==> src/rtl/demux_l2_1a4.sv <==
// Byte-lane deserializer: distributes a serial byte stream round-robin into four
// lanes and presents each group in parallel, flushing partial groups after an idle timeout.
module demux_l2_1a4 #(
  parameter int WIDTH      = 8,
  parameter int IDLE_LIMIT = 4
) (
  input  logic             clk_4f,
  input  logic             reset,
  input  logic [WIDTH-1:0] data_in,
  input  logic             valid_in,
  output logic [WIDTH-1:0] data_out0,
  output logic [WIDTH-1:0] data_out1,
  output logic [WIDTH-1:0] data_out2,
  output logic [WIDTH-1:0] data_out3,
  output logic             valid_out0,
  output logic             valid_out1,
  output logic             valid_out2,
  output logic             valid_out3,
  output logic             frame_strobe,
  output logic             partial
);

  typedef enum logic {EMPTY = 1'b0, FILLING = 1'b1} state_t;

  localparam logic [3:0] IDLE_MAX = 4'(IDLE_LIMIT - 1);

  state_t           state_q;
  logic [1:0]       ptr_q;
  logic [3:0]       idle_q;
  logic [WIDTH-1:0] buf_q  [3];
  logic [2:0]       wr_q;
  logic [WIDTH-1:0] dout_q [4];
  logic [3:0]       vout_q;
  logic             strobe_q;
  logic             partial_q;

  always_ff @(posedge clk_4f) begin
    if (reset) begin
      state_q   <= EMPTY;
      ptr_q     <= '0;
      idle_q    <= '0;
      wr_q      <= '0;
      vout_q    <= '0;
      strobe_q  <= 1'b0;
      partial_q <= 1'b0;
      for (int n = 0; n < 3; n++) buf_q[n]  <= '0;
      for (int n = 0; n < 4; n++) dout_q[n] <= '0;
    end else begin
      strobe_q  <= 1'b0;
      partial_q <= 1'b0;
      case (state_q)
        EMPTY: begin
          if (valid_in) begin
            buf_q[0] <= data_in;
            wr_q     <= 3'b001;
            ptr_q    <= 2'd1;
            idle_q   <= '0;
            state_q  <= FILLING;
          end
        end
        FILLING: begin
          if (valid_in) begin
            idle_q <= '0;
            if (ptr_q == 2'd3) begin
              // Fourth byte goes straight to lane 3; buffers supply lanes 0..2.
              for (int n = 0; n < 3; n++) dout_q[n] <= buf_q[n];
              dout_q[3] <= data_in;
              vout_q    <= 4'b1111;
              strobe_q  <= 1'b1;
              ptr_q     <= '0;
              wr_q      <= '0;
              state_q   <= EMPTY;
            end else begin
              for (int n = 0; n < 3; n++) begin
                if (ptr_q == 2'(n)) begin
                  buf_q[n] <= data_in;
                  wr_q[n]  <= 1'b1;
                end
              end
              ptr_q <= ptr_q + 2'd1;
            end
          end else if (idle_q == IDLE_MAX) begin
            // Timeout flush: only lanes that were written carry data.
            for (int n = 0; n < 3; n++) begin
              dout_q[n] <= wr_q[n] ? buf_q[n] : '0;
              vout_q[n] <= wr_q[n];
            end
            dout_q[3] <= '0;
            vout_q[3] <= 1'b0;
            strobe_q  <= 1'b1;
            partial_q <= 1'b1;
            ptr_q     <= '0;
            idle_q    <= '0;
            wr_q      <= '0;
            state_q   <= EMPTY;
          end else begin
            idle_q <= idle_q + 4'd1;
          end
        end
        default: state_q <= EMPTY;
      endcase
    end
  end

  assign data_out0    = dout_q[0];
  assign data_out1    = dout_q[1];
  assign data_out2    = dout_q[2];
  assign data_out3    = dout_q[3];
  assign valid_out0   = vout_q[0];
  assign valid_out1   = vout_q[1];
  assign valid_out2   = vout_q[2];
  assign valid_out3   = vout_q[3];
  assign frame_strobe = strobe_q;
  assign partial      = partial_q;

endmodule

==> config.mk <==
export PLATFORM = sky130hd
export DESIGN_NAME = demux_l2_1a4
export DESIGN_NICKNAME = d
export VERILOG_FILES = /design/src/rtl/demux_l2_1a4.sv
export SDC_FILE = /design/constraint.sdc
export NUM_CORES = 1
export LEC_CHECK = 0
export BUFFER_PORTS_ARGS = -buffer_cell sky130_fd_sc_hd__buf_4
export CAP_MARGIN = 20
export CORE_ASPECT_RATIO = 0.75
export CORE_MARGIN = 2
export CORE_UTILIZATION = 50
export DETAILED_ROUTE_END_ITERATION = 12
export PLACE_DENSITY_LB_ADDON = 0.3
export SLEW_MARGIN = 20
export SYNTH_ARGS = -nofsm -noshare
export SYNTH_HDL_FRONTEND = slang
export SYNTH_SLANG_ARGS = --single-unit
==> constraint.sdc <==
create_clock -name clk_4f -period 2.32 [get_ports clk_4f]
set_clock_uncertainty 0.1 [all_clocks]
set_input_delay 0.116 -clock clk_4f [delete_from_list [all_inputs] [get_ports clk_4f]]
set_output_delay 0.116 -clock clk_4f [all_outputs]
set_load 0.02 [all_outputs]
After elaboration in Yosys (flattened, before gate mapping)
Memory sizes are Yosys's and may differ from the RTL's.
Cells that the tools add are included.
{ "word_totals": {"regBits": 16, "mem_bits_rw": 56, "in_bits": 11, "out_inout_bits": 38, "elab_cells": 118, "memories": 2} }
{ "mem_list": {"columns": ["name", "depth", "width", "rd", "rd_clocked_by_memory_dff", "wr", "line_no", "source"], "rows": [
  ["dout_q", 4, 8, 4, 0, 4, "32", "logic [WIDTH-1:0] dout_q [4];"],
  ["buf_q", 3, 8, 3, 0, 3, "30", "logic [WIDTH-1:0] buf_q [3];"]
]} }
{ "op_classes": {"addsub": 2, "eq_ne": 10, "n_mux": 74, "bitwise_logic": 13, "reduce_logical": 8} }
{ "op_table": {"columns": ["cell", "count"], "rows": [
  ["$mux 8", 15],
  ["$mux 1", 41],
  ["$mux 4", 6],
  ["$mux 3", 4],
  ["$ne 4x2->1 const B", 3],
  ["$or 1x1->1", 12],
  ["$reduce_and 3->1", 4],
  ["$mux 2", 4],
  ["$pmux 4 s2", 1],
  ["$pmux 3 s2", 1],
  ["$add 4x1->4 const B", 1],
  ["$eq 2x2->1 const B", 2],
  ["$eq 4x2->1 const B", 1],
  ["$pmux 2 s2", 1],
  ["$ne 3x2->1 const B", 1],
  ["$add 2x1->2 const B", 1],
  ["$eq 2x1->1 const B", 1],
  ["$logic_not 2->1", 1],
  ["$ne 2x1->1 const B", 1],
  ["$ne 2x2->1 const B", 1],
  ["$pmux 1 s2", 1],
  ["$reduce_and 2->1", 1],
  ["$reduce_bool 2->1", 1],
  ["$reduce_or 2->1", 1],
  ["$not 1->1", 1]
]} }

Longest topological paths before layout
{ "logic_depth": {"depth_word": 8, "depth_mapped": 5, "mapped_depth_nobuf": 5} }

Least setup slack after synthesis
Ideal clock, no wire load.
{ "synth_timing": {"kind": "register -> register", "startpoint": "register idle_q[2]", "endpoint": "memory dout_q[0][0], enable pin", "setup_time_ps": 337, "arrival_time_ps": 1407, "required_time_ps": 1883, "setup_slack_ps": 476, "stages_incl_launch_ff": 6, "n_path_buf": 2, "period_less_slack_ps": 1844, "cell_sequence": "dfxtp_1 or3_1 buf_6 or2_0 clkbuf_2 nand3_1"} }
{ "synth_rtl": {"columns": ["item", "line_no", "source"], "rows": [
  ["start, declared", "29", "logic [3:0] idle_q;"],
  ["start signal, assigned", "97", "idle_q <= idle_q + 4'd1;"],
  ["end, declared", "32", null]
]} }

==> flow_summary.json <==
{
  "status": "completed",
  "switching_share_pct": 21.3,
  "synth_edf_count": 48,
  "post-dp-hpwl_um": 3570,
  "fin_area_sq_mm": 0.00346,
  "tightest_slew_ps": 538,
  "die-area_sq_mm": 0.00612,
  "routedWlPerCell_um": 14.6,
  "synth_compound_area_share_pct": 7.19,
  "grt_pass1_wl_um": 8210,
  "portBuffers": 48,
  "synthTopCellsByArea": "edfxtp_1, dfxtp_1, and2_1",
  "first_iter_violations": 126,
  "grt_max_degree": 17,
  "viasPerCell": 5.08,
  "nets": 290,
  "crit_fanout": 14,
  "yosysSeqAreaShare_pct": 69.8,
  "highest_layer": "met4",
  "rsz0062_at_grt": "no",
  "slew_violations": 0,
  "hold_start": "dout_q[3][1]",
  "netlist_instances": 210,
  "coreArea_sq_mm": 0.00532,
  "required_ps": 2220,
  "yosys.area_share.adder_pct": 2.27,
  "rows": 23,
  "synth_top_family_by_area": "simple AND/OR/NAND/NOR gates",
  "yosys_warnings": 0,
  "seqPwrFrac_pct": 57.4,
  "path_class": "primary input to flip-flop",
  "die_w_um": 89.7,
  "reg2reg_from": "idle_q[0]",
  "area_delta_synth_final_pct": 25.8,
  "drive_gt1_share_pct": 24.7,
  "hold_path_depth": 2,
  "combPwrFrac_pct": 6.2,
  "synthesis.area_sq_mm": 0.00275,
  "detail-route-antenna-nets": 0,
  "wl_um": 5180,
  "ios": 49,
  "critPathArrivalTime_ps": 2000,
  "cts_made_buffers": 9,
  "gp_congestion": 0.834,
  "worstHoldEndpoint": "dout_q[3][1]",
  "vias": 1799,
  "drv_cap": 0,
  "final.setup.tns_ps": 0,
  "synth-xor-area-share_pct": 0.318,
  "worstSetupEndpointType": "flip-flop",
  "period_share_pct": 90.4,
  "hold_violations": 0,
  "wl_met1_um": 2310,
  "clk_latency_ps": 340,
  "synthMuxAreaShare_pct": 0.364,
  "hp-class": "flip-flop to flip-flop",
  "ys_types": 36,
  "firstDrtPassIters": 4,
  "drcViolationCount": 0,
  "cts-htree-levels": 3,
  "rr_worst_depth": 4,
  "initial_core_util_pct": 51.7,
  "synth_seq_cells": 72,
  "r2r-end": "dout_q[0][5]",
  "rrSetupSlack_ps": 370,
  "ir_drop_mv": 0.487,
  "post_synth.cell_area_avg_sq_um": 13.1,
  "final_cell_mix": "buf_4, edfxtp_1, and2_1",
  "cts_max_path_buffers": 2,
  "synth_top_area_cell": "edfxtp_1",
  "min_period_ps": 2100,
  "met3_length_um": 554,
  "intPower_mw": 1.97,
  "max-slew-margin-rel_pct": 64.2,
  "synth_top_area_share_pct": 52.4,
  "syn_nets": 226,
  "p_leak_nw": 1.38,
  "die_y_um": 68.2,
  "pwr_density_cell_mw_per_mm2": 724,
  "cts_setup_buffers": 0,
  "place_area_sq_mm": 0.00318,
  "yosys.area_share.simple_pct": 17.5,
  "met2_length_um": 2250,
  "final_common_cell": "buf_4",
  "diodes": 0,
  "track_usage_pct": 19.1,
  "clk_pin_slew_ps": 70,
  "pwr-share-clk_pct": 36.4,
  "setup_viol_count_final": 0,
  "async_flop_share_pct": 0,
  "grt_pass1_vias": 1659,
  "cts_root_buf": "clkbuf_8",
  "synth-main-ff-cell": "edfxtp_1",
  "power_switching_mw": 0.534,
  "clkSinkCount": 72,
  "startpoint_type": "primary input",
  "cts_tree": "yes",
  "grt.overflow.total": 0,
  "antenna_found_initial": 0,
  "fmaxAchievable_mhz": 477
}
registers in the layout, summed over array words and instances, names as in the netlist:
signal	cells
partial	1
dout_q	32
vout_q	4
ptr_q	2
frame_strobe	1
buf_q	24
wr_q	3
state_q	1
idle_q	4
final cells by class:
class                           instances  area [sq um]
Clock inverter                          5          48.8
Sequential cell                        72          1920
Fill cell                             397          1860
Clock buffer                           11           131
Inverter                                4          15.0
Tap cell                               75          93.8
Multi-Input combinational cell        125           759
Timing Repair Buffer                   62           490
critical path, stage by stage:
cell           delay [ps]
dlygate4sd3_1         560
buf_4                 200
or3_1                 370
or2_0                 380
nand3_1               380
cell families after synthesis:
| group | after synthesis |
|---|---|
| AO/OA/AOI/OAI | 31 |
| buffers and inverters | 13 |
| flip-flops | 72 |
| adder cells (fa/ha/maj) | 5 |
| multiplexers | 1 |
| XOR/XNOR | 1 |
| AND/OR/NAND/NOR | 87 |
cell usage after synthesis (all sizes together) (4+ instances only):
| library cell | instances |
|---|---|
| clkbuf | 5 |
| nand2 | 22 |
| nor3 | 4 |
| buf | 4 |
| edfxtp | 48 |
| o22ai | 5 |
| nand3 | 6 |
| ha | 5 |
| inv | 4 |
| nand4b | 4 |
| dfxtp | 24 |
| a21oi | 15 |
| and2 | 32 |
| nor2 | 7 |
metrics by stage:
| step | util [%] | hold slack (ps) | worst slack (ps) | power, mW | instances |
|---|---|---|---|---|---|
| 4_1_cts | 65.0 | 360 | 291 | 2.52 | 354 |
| 3_5_place_dp | 59.7 | 282 | 419 | 1.61 | 328 |
| 5_1_grt | 65.0 | 386 | 162 | 2.60 | 354 |
| 2_1_floorplan | - | 152 | 476 | 1.55 | 210 |
| 6_report | 65.0 | 358 | 224 | 2.50 | 354 |
| 3_3_place_gp | 59.7 | 276 | 459 | 1.60 | 328 |
power by group through the flow:
stage | combinational [mW] | clock [mW] | sequential (mW)
5_1_grt | 0.171 | 0.988 | 1.44
3_3_place_gp | 0.139 | 0 | 1.46
6_report | 0.155 | 0.912 | 1.44
2_1_floorplan | 0.0673 | 0 | 1.48
4_1_cts | 0.155 | 0.927 | 1.44
3_5_place_dp | 0.141 | 0 | 1.47
worst max path at each step:
stage	startpoint	end	slack, ps
floorplan	idle_q[2]	dout_q[0][0]	480
global placement	idle_q[2]	dout_q[0][1]	460
detailed placement	idle_q[2]	dout_q[0][1]	420
CTS	valid_in	dout_q[0][5]	290
global route	valid_in	dout_q[0][5]	160
finish	valid_in	dout_q[0][5]	220
per-layer routing:
layer	GRT usage [%]	up-vias
met2	27.6	99
li1	-	883
met4	6.16	0
met1	26.0	808
met5	0	-
met3	8.08	9
repair_timing:
item | 4_1_cts | 5_1_grt
hold buffers | 10 | 0
endpoints found under the hold margin | 13 | 0
resized for setup | 0 | 0
Power figures use the tool's default switching activity.
